### src/rtl/tcam_if.sv
// tcam_if: lookup/write bus of the route TCAM.
//   addr_in     : on write {if_idx[3:0], netmask, prefix}; on lookup the low WIDTH bits are the address
//   wr_en       : 1 = write entry, 0 = lookup
//   wr_index    : entry slot to write
//   addr_out    : network (prefix & netmask) of the matched entry
//   if_idx      : egress interface of the matched entry
//   prefix_size : popcount of the matched netmask
//   valid       : the last lookup matched an entry
// master drives requests (the forwarding path); slave is the TCAM.
interface tcam_if #(
    parameter int WIDTH = 32
);
    logic [2*WIDTH+3:0] addr_in;
    logic               wr_en;
    logic [7:0]         wr_index;
    logic [WIDTH-1:0]   addr_out;
    logic [3:0]         if_idx;
    logic [7:0]         prefix_size;
    logic               valid;

    modport master (
        output addr_in, wr_en, wr_index,
        input  addr_out, if_idx, prefix_size, valid
    );

    modport slave (
        input  addr_in, wr_en, wr_index,
        output addr_out, if_idx, prefix_size, valid
    );
endinterface

### src/rtl/tcam.sv
// tcam: brute-force ternary CAM for IPv4 longest-prefix-match route lookup.
// Every stored entry is compared against the lookup address in parallel; the
// match with the most netmask 1-bits wins (lowest index on a tie) and is
// registered onto the bus one clock later.
// Ports:
//   clk : system clock, rising edge
//   rst : synchronous active-high reset (clears table and outputs)
//   bus : tcam_if slave modport (write/lookup request, registered result)
module tcam #(
    parameter int WIDTH = 32,
    parameter int SIZE  = 8
) (
    input  logic  clk,
    input  logic  rst,
    tcam_if.slave bus
);

    localparam int         IDX_W    = (SIZE > 1) ? $clog2(SIZE) : 1;
    localparam logic [8:0] SIZE_LIM = 9'(SIZE);

    // Route table. Popcount of each mask is stored at write time so the
    // lookup path only has to compare precomputed lengths.
    logic [WIDTH-1:0] prefix_q [SIZE];
    logic [WIDTH-1:0] mask_q   [SIZE];
    logic [3:0]       if_q     [SIZE];
    logic [7:0]       pcnt_q   [SIZE];
    logic [SIZE-1:0]  vld_q;

    logic [WIDTH-1:0] wr_prefix;
    logic [WIDTH-1:0] wr_mask;
    logic [3:0]       wr_if;
    logic [WIDTH-1:0] look_addr;
    logic             wr_hit;
    logic [IDX_W-1:0] wr_slot;

    logic             best_hit;
    logic [WIDTH-1:0] best_addr;
    logic [3:0]       best_if;
    logic [7:0]       best_pcnt;

    function automatic logic [7:0] popcount(input logic [WIDTH-1:0] v);
        logic [7:0] n;
        n = '0;
        for (int i = 0; i < WIDTH; i++) begin
            n = n + 8'(v[i]);
        end
        return n;
    endfunction

    assign wr_prefix = bus.addr_in[WIDTH-1:0];
    assign wr_mask   = bus.addr_in[2*WIDTH-1:WIDTH];
    assign wr_if     = bus.addr_in[2*WIDTH+3:2*WIDTH];
    assign look_addr = bus.addr_in[WIDTH-1:0];
    // Out-of-range slots are dropped rather than aliased onto a low slot.
    assign wr_hit    = ({1'b0, bus.wr_index} < SIZE_LIM);
    assign wr_slot   = bus.wr_index[IDX_W-1:0];

    // Priority search: scanning upward and replacing only on a strictly
    // longer prefix leaves the lowest index in place on a tie.
    always_comb begin
        // NOTE: every output of this block gets a default before the loop;
        // a path that skips an assignment would infer a latch.
        best_hit  = 1'b0;
        best_addr = '0;
        best_if   = '0;
        best_pcnt = '0;
        for (int i = 0; i < SIZE; i++) begin
            // NOTE: blocking assignments here are intentional -- later
            // iterations must see the running best from earlier ones.
            if (vld_q[i] && (((look_addr ^ prefix_q[i]) & mask_q[i]) == '0) &&
                (!best_hit || (pcnt_q[i] > best_pcnt))) begin
                best_hit  = 1'b1;
                best_addr = prefix_q[i] & mask_q[i];
                best_if   = if_q[i];
                best_pcnt = pcnt_q[i];
            end
        end
    end

    // Table update. if_idx 4'hF is the delete code: the slot is still loaded
    // but its valid flag is cleared.
    always_ff @(posedge clk) begin
        if (rst) begin
            vld_q <= '0;
            // NOTE: the table contents themselves are cleared on reset, not
            // only the valid flags, so no stale route survives a reset.
            for (int i = 0; i < SIZE; i++) begin
                prefix_q[i] <= '0;
                mask_q[i]   <= '0;
                if_q[i]     <= '0;
                pcnt_q[i]   <= '0;
            end
        end else if (bus.wr_en && wr_hit) begin
            // NOTE: sequential state uses non-blocking assignments so every
            // flop samples pre-edge values.
            prefix_q[wr_slot] <= wr_prefix;
            mask_q[wr_slot]   <= wr_mask;
            if_q[wr_slot]     <= wr_if;
            pcnt_q[wr_slot]   <= popcount(wr_mask);
            vld_q[wr_slot]    <= (wr_if != 4'hF);
        end
    end

    // Result register. A write cycle performs no lookup: valid drops and
    // the remaining result fields hold their previous values.
    always_ff @(posedge clk) begin
        if (rst) begin
            bus.valid       <= 1'b0;
            bus.addr_out    <= '0;
            bus.if_idx      <= '0;
            bus.prefix_size <= '0;
        end else if (bus.wr_en) begin
            bus.valid       <= 1'b0;
        end else begin
            bus.valid       <= best_hit;
            bus.addr_out    <= best_addr;
            bus.if_idx      <= best_if;
            bus.prefix_size <= best_pcnt;
        end
    end

endmodule

### src/flat_wrapper.sv
// flat-port wrapper written by rule: the top's interface ports become plain ports
module tcam_flat 
#(
    parameter int WIDTH = 32,
    parameter int SIZE  = 8
)
  (clk, rst, bus_addr_in, bus_wr_en, bus_wr_index, bus_addr_out, bus_if_idx, bus_prefix_size, bus_valid);
  tcam_if #(.WIDTH(WIDTH)) bus_i ();
  input  logic clk;
  input  logic rst;
  input wire logic [$bits(bus_i.addr_in)-1:0] bus_addr_in;
  input wire logic [$bits(bus_i.wr_en)-1:0] bus_wr_en;
  input wire logic [$bits(bus_i.wr_index)-1:0] bus_wr_index;
  output wire logic [$bits(bus_i.addr_out)-1:0] bus_addr_out;
  output wire logic [$bits(bus_i.if_idx)-1:0] bus_if_idx;
  output wire logic [$bits(bus_i.prefix_size)-1:0] bus_prefix_size;
  output wire logic [$bits(bus_i.valid)-1:0] bus_valid;
  assign bus_i.addr_in = bus_addr_in;
  assign bus_i.wr_en = bus_wr_en;
  assign bus_i.wr_index = bus_wr_index;
  assign bus_addr_out = bus_i.addr_out;
  assign bus_if_idx = bus_i.if_idx;
  assign bus_prefix_size = bus_i.prefix_size;
  assign bus_valid = bus_i.valid;
  tcam #(.WIDTH(WIDTH), .SIZE(SIZE)) u_core (.clk(clk), .rst(rst), .bus(bus_i));
endmodule
### config.mk
export PLATFORM = sky130hd
export DESIGN_NAME = tcam_flat
export DESIGN_NICKNAME = d
export VERILOG_FILES = /design/src/rtl/tcam_if.sv /design/src/rtl/tcam.sv /design/src/flat_wrapper.sv
export SDC_FILE = /design/constraint.sdc
export NUM_CORES = 2
export LEC_CHECK = 0
export ABC_CLOCK_PERIOD_IN_PS = 20700
export CAP_MARGIN = 20
export CORE_MARGIN = 4
export CORE_UTILIZATION = 39
export CTS_CLUSTER_DIAMETER = 30
export CTS_CLUSTER_SIZE = 12
export DETAILED_ROUTE_END_ITERATION = 8
export PLACE_DENSITY = 0.64
export RECOVER_POWER = 25
export SYNTH_ARGS = -nofsm -noshare
export SYNTH_HDL_FRONTEND = slang
export SYNTH_SLANG_ARGS = --single-unit
### constraint.sdc
create_clock -name clk -period 20.7 [get_ports clk]
set_input_delay 3.105 -clock clk [delete_from_list [all_inputs] [get_ports clk]]
set_output_delay 3.105 -clock clk [all_outputs]
set_load 0.005 [all_outputs]
==> impl_metrics.yaml <==
run_status:
  status: "finished with violations"
  violations: "max-capacitance violations, max-slew violations"
global_routing:
  antenna_found_initial: 7
  grt_use_total_pct: 27.84
  grt_pass1_vias: 26160
  grt_max_degree: 98
  grt-ovfl-total: 0
  grt_pass1_wl_mm: 188.9
worst_setup_path:
  slowest_stage: "clkdlybuf4s50_1"
  critPathMaxFanout: 33
  crit_start: "bus_addr_in[3]"
  rrSetupSlack_ns: 4.36
  cp.arrival_ns: 19.63
  rr_startpoint: "u_core.prefix_q[0][14]"
  slowest_delay_ns: 0.73
  start_kind: "primary input"
  endpoint: "u_core.bus.addr_out[9]"
  ff2ff_path_depth: 74
  r2r_end: "u_core.bus.addr_out[9]"
  cp_common_cell: "o21a_1"
  endpoint_kind: "register"
  crit_required_ns: 21.37
  worstSetupPathType: "in2reg"
synthesis:
  avgSynthCellArea_um2: 11.21
  yosysWarnings: 0
  ys.flop_type: "edfxtp_1"
  synthArstFlopShare_pct: 0
  ys_ff_latch: 643
  synth.top_cells.by_area: "edfxtp_1, and2_1, xor2_1"
  netlist_instances: 3091
  synth_cell_type_count: 76
  synth_top_cell_by_area: "edfxtp_1"
  yosysSeqAreaShare_pct: 54.26
  synth-edff-count: 592
  synth_top_area_share_pct: 51.32
  syn_area_mm2: 0.03464
power_and_ir_drop:
  swShare_pct: 28.00
  p_leak_uw: 0.01583
  ir_worst_vdd_uv: 131.9
  comb_power_share_pct: 13.8
  p_clk_share_pct: 51.0
  power.total_uw: 4387
  seqPwrFrac_pct: 35.2
  p_per_area_mw_per_mm2: 104.9
  p_int_uw: 3159
  power.switching_uw: 1228
sta:
  clock_skew_ns: 0.02841
  post-route-period-util_pct: 91.58
  fin_setup_tns_ns: 0
  layout_min_cycle_time_ns: 18.96
  finalHoldViolCount: 0
  setup_viol: 0
  relSlewSlack_pct: -107.5
  report.final.slew_viol_count: 349
  fmax_ghz: 0.05275
  worst_pin_slew_ns: 3.112
  grt_setup_unrepaired: "no"
clock_network:
  cts_tree: "built"
  cts_max_path_buffers: 3
  cts_setup_buffers: 0
  clockRootBuffer: "clkbuf_16"
  cts.clk_slew.worst_paths_ns: 0.05
  cts_resized: 0
  holdBufCountCts: 0
  cts.sinks: 643
  clock_latency_ns: 0.74
  htree_levels: 4
  cts-buffers-inserted: 136
route:
  vias: 27460
  routed_wl_mm: 134.0
  via_per_inst: 6.103
  wire_per_inst_um: 29.77
  ant_nets: 0
  drc: 0
  drt-initial-drc-count: 4474
  drt_first_pass_iters: 8
floorplanning:
  coreArea_mm2: 0.08824
  ioPinCount: 124
  die-height_um: 306.0
  num_rows: 109
  fp.dieArea_mm2: 0.09366
  floorplan.initialDensity_pct: 39.26
  die_w_um: 306.0
placement:
  place_area_mm2: 0.03716
  io_buffers: 121
  gp_congestion: 0.9830
  dp_hpwl_mm: 95.59
flow_run:
  cap_violations: 6
layout:
  drive_gt1_share_pct: 10.21
  nNetsFinal: 3374
  area_growth_syn_to_layout_pct: 20.72
  fin_area_mm2: 0.04182
min_path:
  hold_class: "reg2reg"
[worst max-delay path: cells and delay by family]
family	cells	cell delay (ns)
xor gates and xnor gates	1	0.21
muxes	1	0.41
buffers and inverters	6	1.78
AOI/OAI and AO/OA	38	7.86
adders and majority gates	7	2.06
and+or+nand+nor	22	4.13
[cell usage in the layout, fill, tap and decap left out, types with 80 or more instances in the layout]
cell type	Yosys	layout
and2_1	382	286
buf_4	3	80
clkbuf_16	0	139
nand4_1	92	92
a22oi_1	199	199
xor2_1	258	258
nand3_1	120	120
edfxtp_1	592	592
and3_1	160	159
and2_0	0	96
nor2_1	136	131
nand2_1	165	165
[through the flow]
step	setup slack (ns)	instances	hold slack, ns	utilization (%)
after floorplan	3.194	3092	0.4662	-
after global placement	1.536	4246	0.4647	42.11
after detailed placement	1.363	4247	0.4756	42.11
after CTS	2.054	4495	0.4826	47.47
after global routing	0.6662	4496	0.5013	47.38
final	1.743	4500	0.4703	47.39
[cell type report]
cell class / instances / area, µm²
antenna: 4 / 10.01
clock buffer: 155 / 3568
clock inverter: 93 / 1156
fill: 7905 / 46420
inverter: 81 / 304.0
multi-input combinational: 2151 / 14690
sequential: 643 / 18800
tap: 1165 / 1458
timing repair buffer: 208 / 1833
[cell families (layout without fill, tap and decap cells)]
kind of cell / count (synthesis) / after routing / share of synthesized area [%]
AOI/OAI and AO/OA: 580 / 580 / 12.08
other: 1 / 6 / 0.01083
and+or+nand+nor: 1199 / 1199 / 19.22
DFF: 643 / 643 / 54.26
xor gates and xnor gates: 259 / 259 / 6.548
buffers and inverters: 298 / 537 / 3.597
adders and majority gates: 74 / 74 / 3.193
muxes: 37 / 37 / 1.084
[cell usage after synthesis, types with 24 or more instances]
cell / instances
a211oi_1: 38
a21oi_1: 79
a22oi_1: 199
a32oi_1: 36
and2_1: 382
and3_1: 160
buf_2: 63
clkbuf_1: 144
dfxtp_1: 51
edfxtp_1: 592
fa_1: 24
ha_1: 50
inv_1: 73
mux2i_1: 33
nand2_1: 165
nand3_1: 120
nand3b_1: 41
nand4_1: 92
nor2_1: 136
nor3_1: 45
o21ai_0: 75
xor2_1: 258
[state kept, by name, summed over array words and instances, names as in the netlist]
| name | count |
|---|---|
| u_core.pcnt_q | 48 |
| u_core.mask_q | 256 |
| u_core.bus.if_idx | 4 |
| u_core.prefix_q | 256 |
| u_core.bus.valid | 1 |
| u_core.vld_q | 8 |
| u_core.if_q | 32 |
| u_core.bus.prefix_size | 6 |
| u_core.bus.addr_out | 32 |
[per-layer routing]
metal  routed length (µm)  track usage [%]
met1                51380            36.12
met2                60640            43.36
met3                14170            6.728
met4                 7767            14.70
met5                   12                0
[worst min path at each step]
stage	startpoint	endpoint	cells after the start
floorplan	u_core.vld_q[1]	u_core.vld_q[1]	2
global placement	u_core.bus.if_idx[1]	u_core.bus.if_idx[1]	2
detailed placement	u_core.bus.if_idx[1]	u_core.bus.if_idx[1]	2
CTS	u_core.bus.if_idx[1]	u_core.bus.if_idx[1]	2
global route	u_core.bus.if_idx[1]	u_core.bus.if_idx[1]	2
finish	u_core.bus.if_idx[1]	u_core.bus.if_idx[1]	2
[power by group through the flow]
stage,clock network [µW],logic [µW],registers (µW)
floorplan,0,331,1540
global placement,0,586,1560
CTS,2250,600,1540
global route,2320,644,1550
detailed placement,0,598,1560
finish,2240,607,1540
Power figures use the tool's default switching activity.
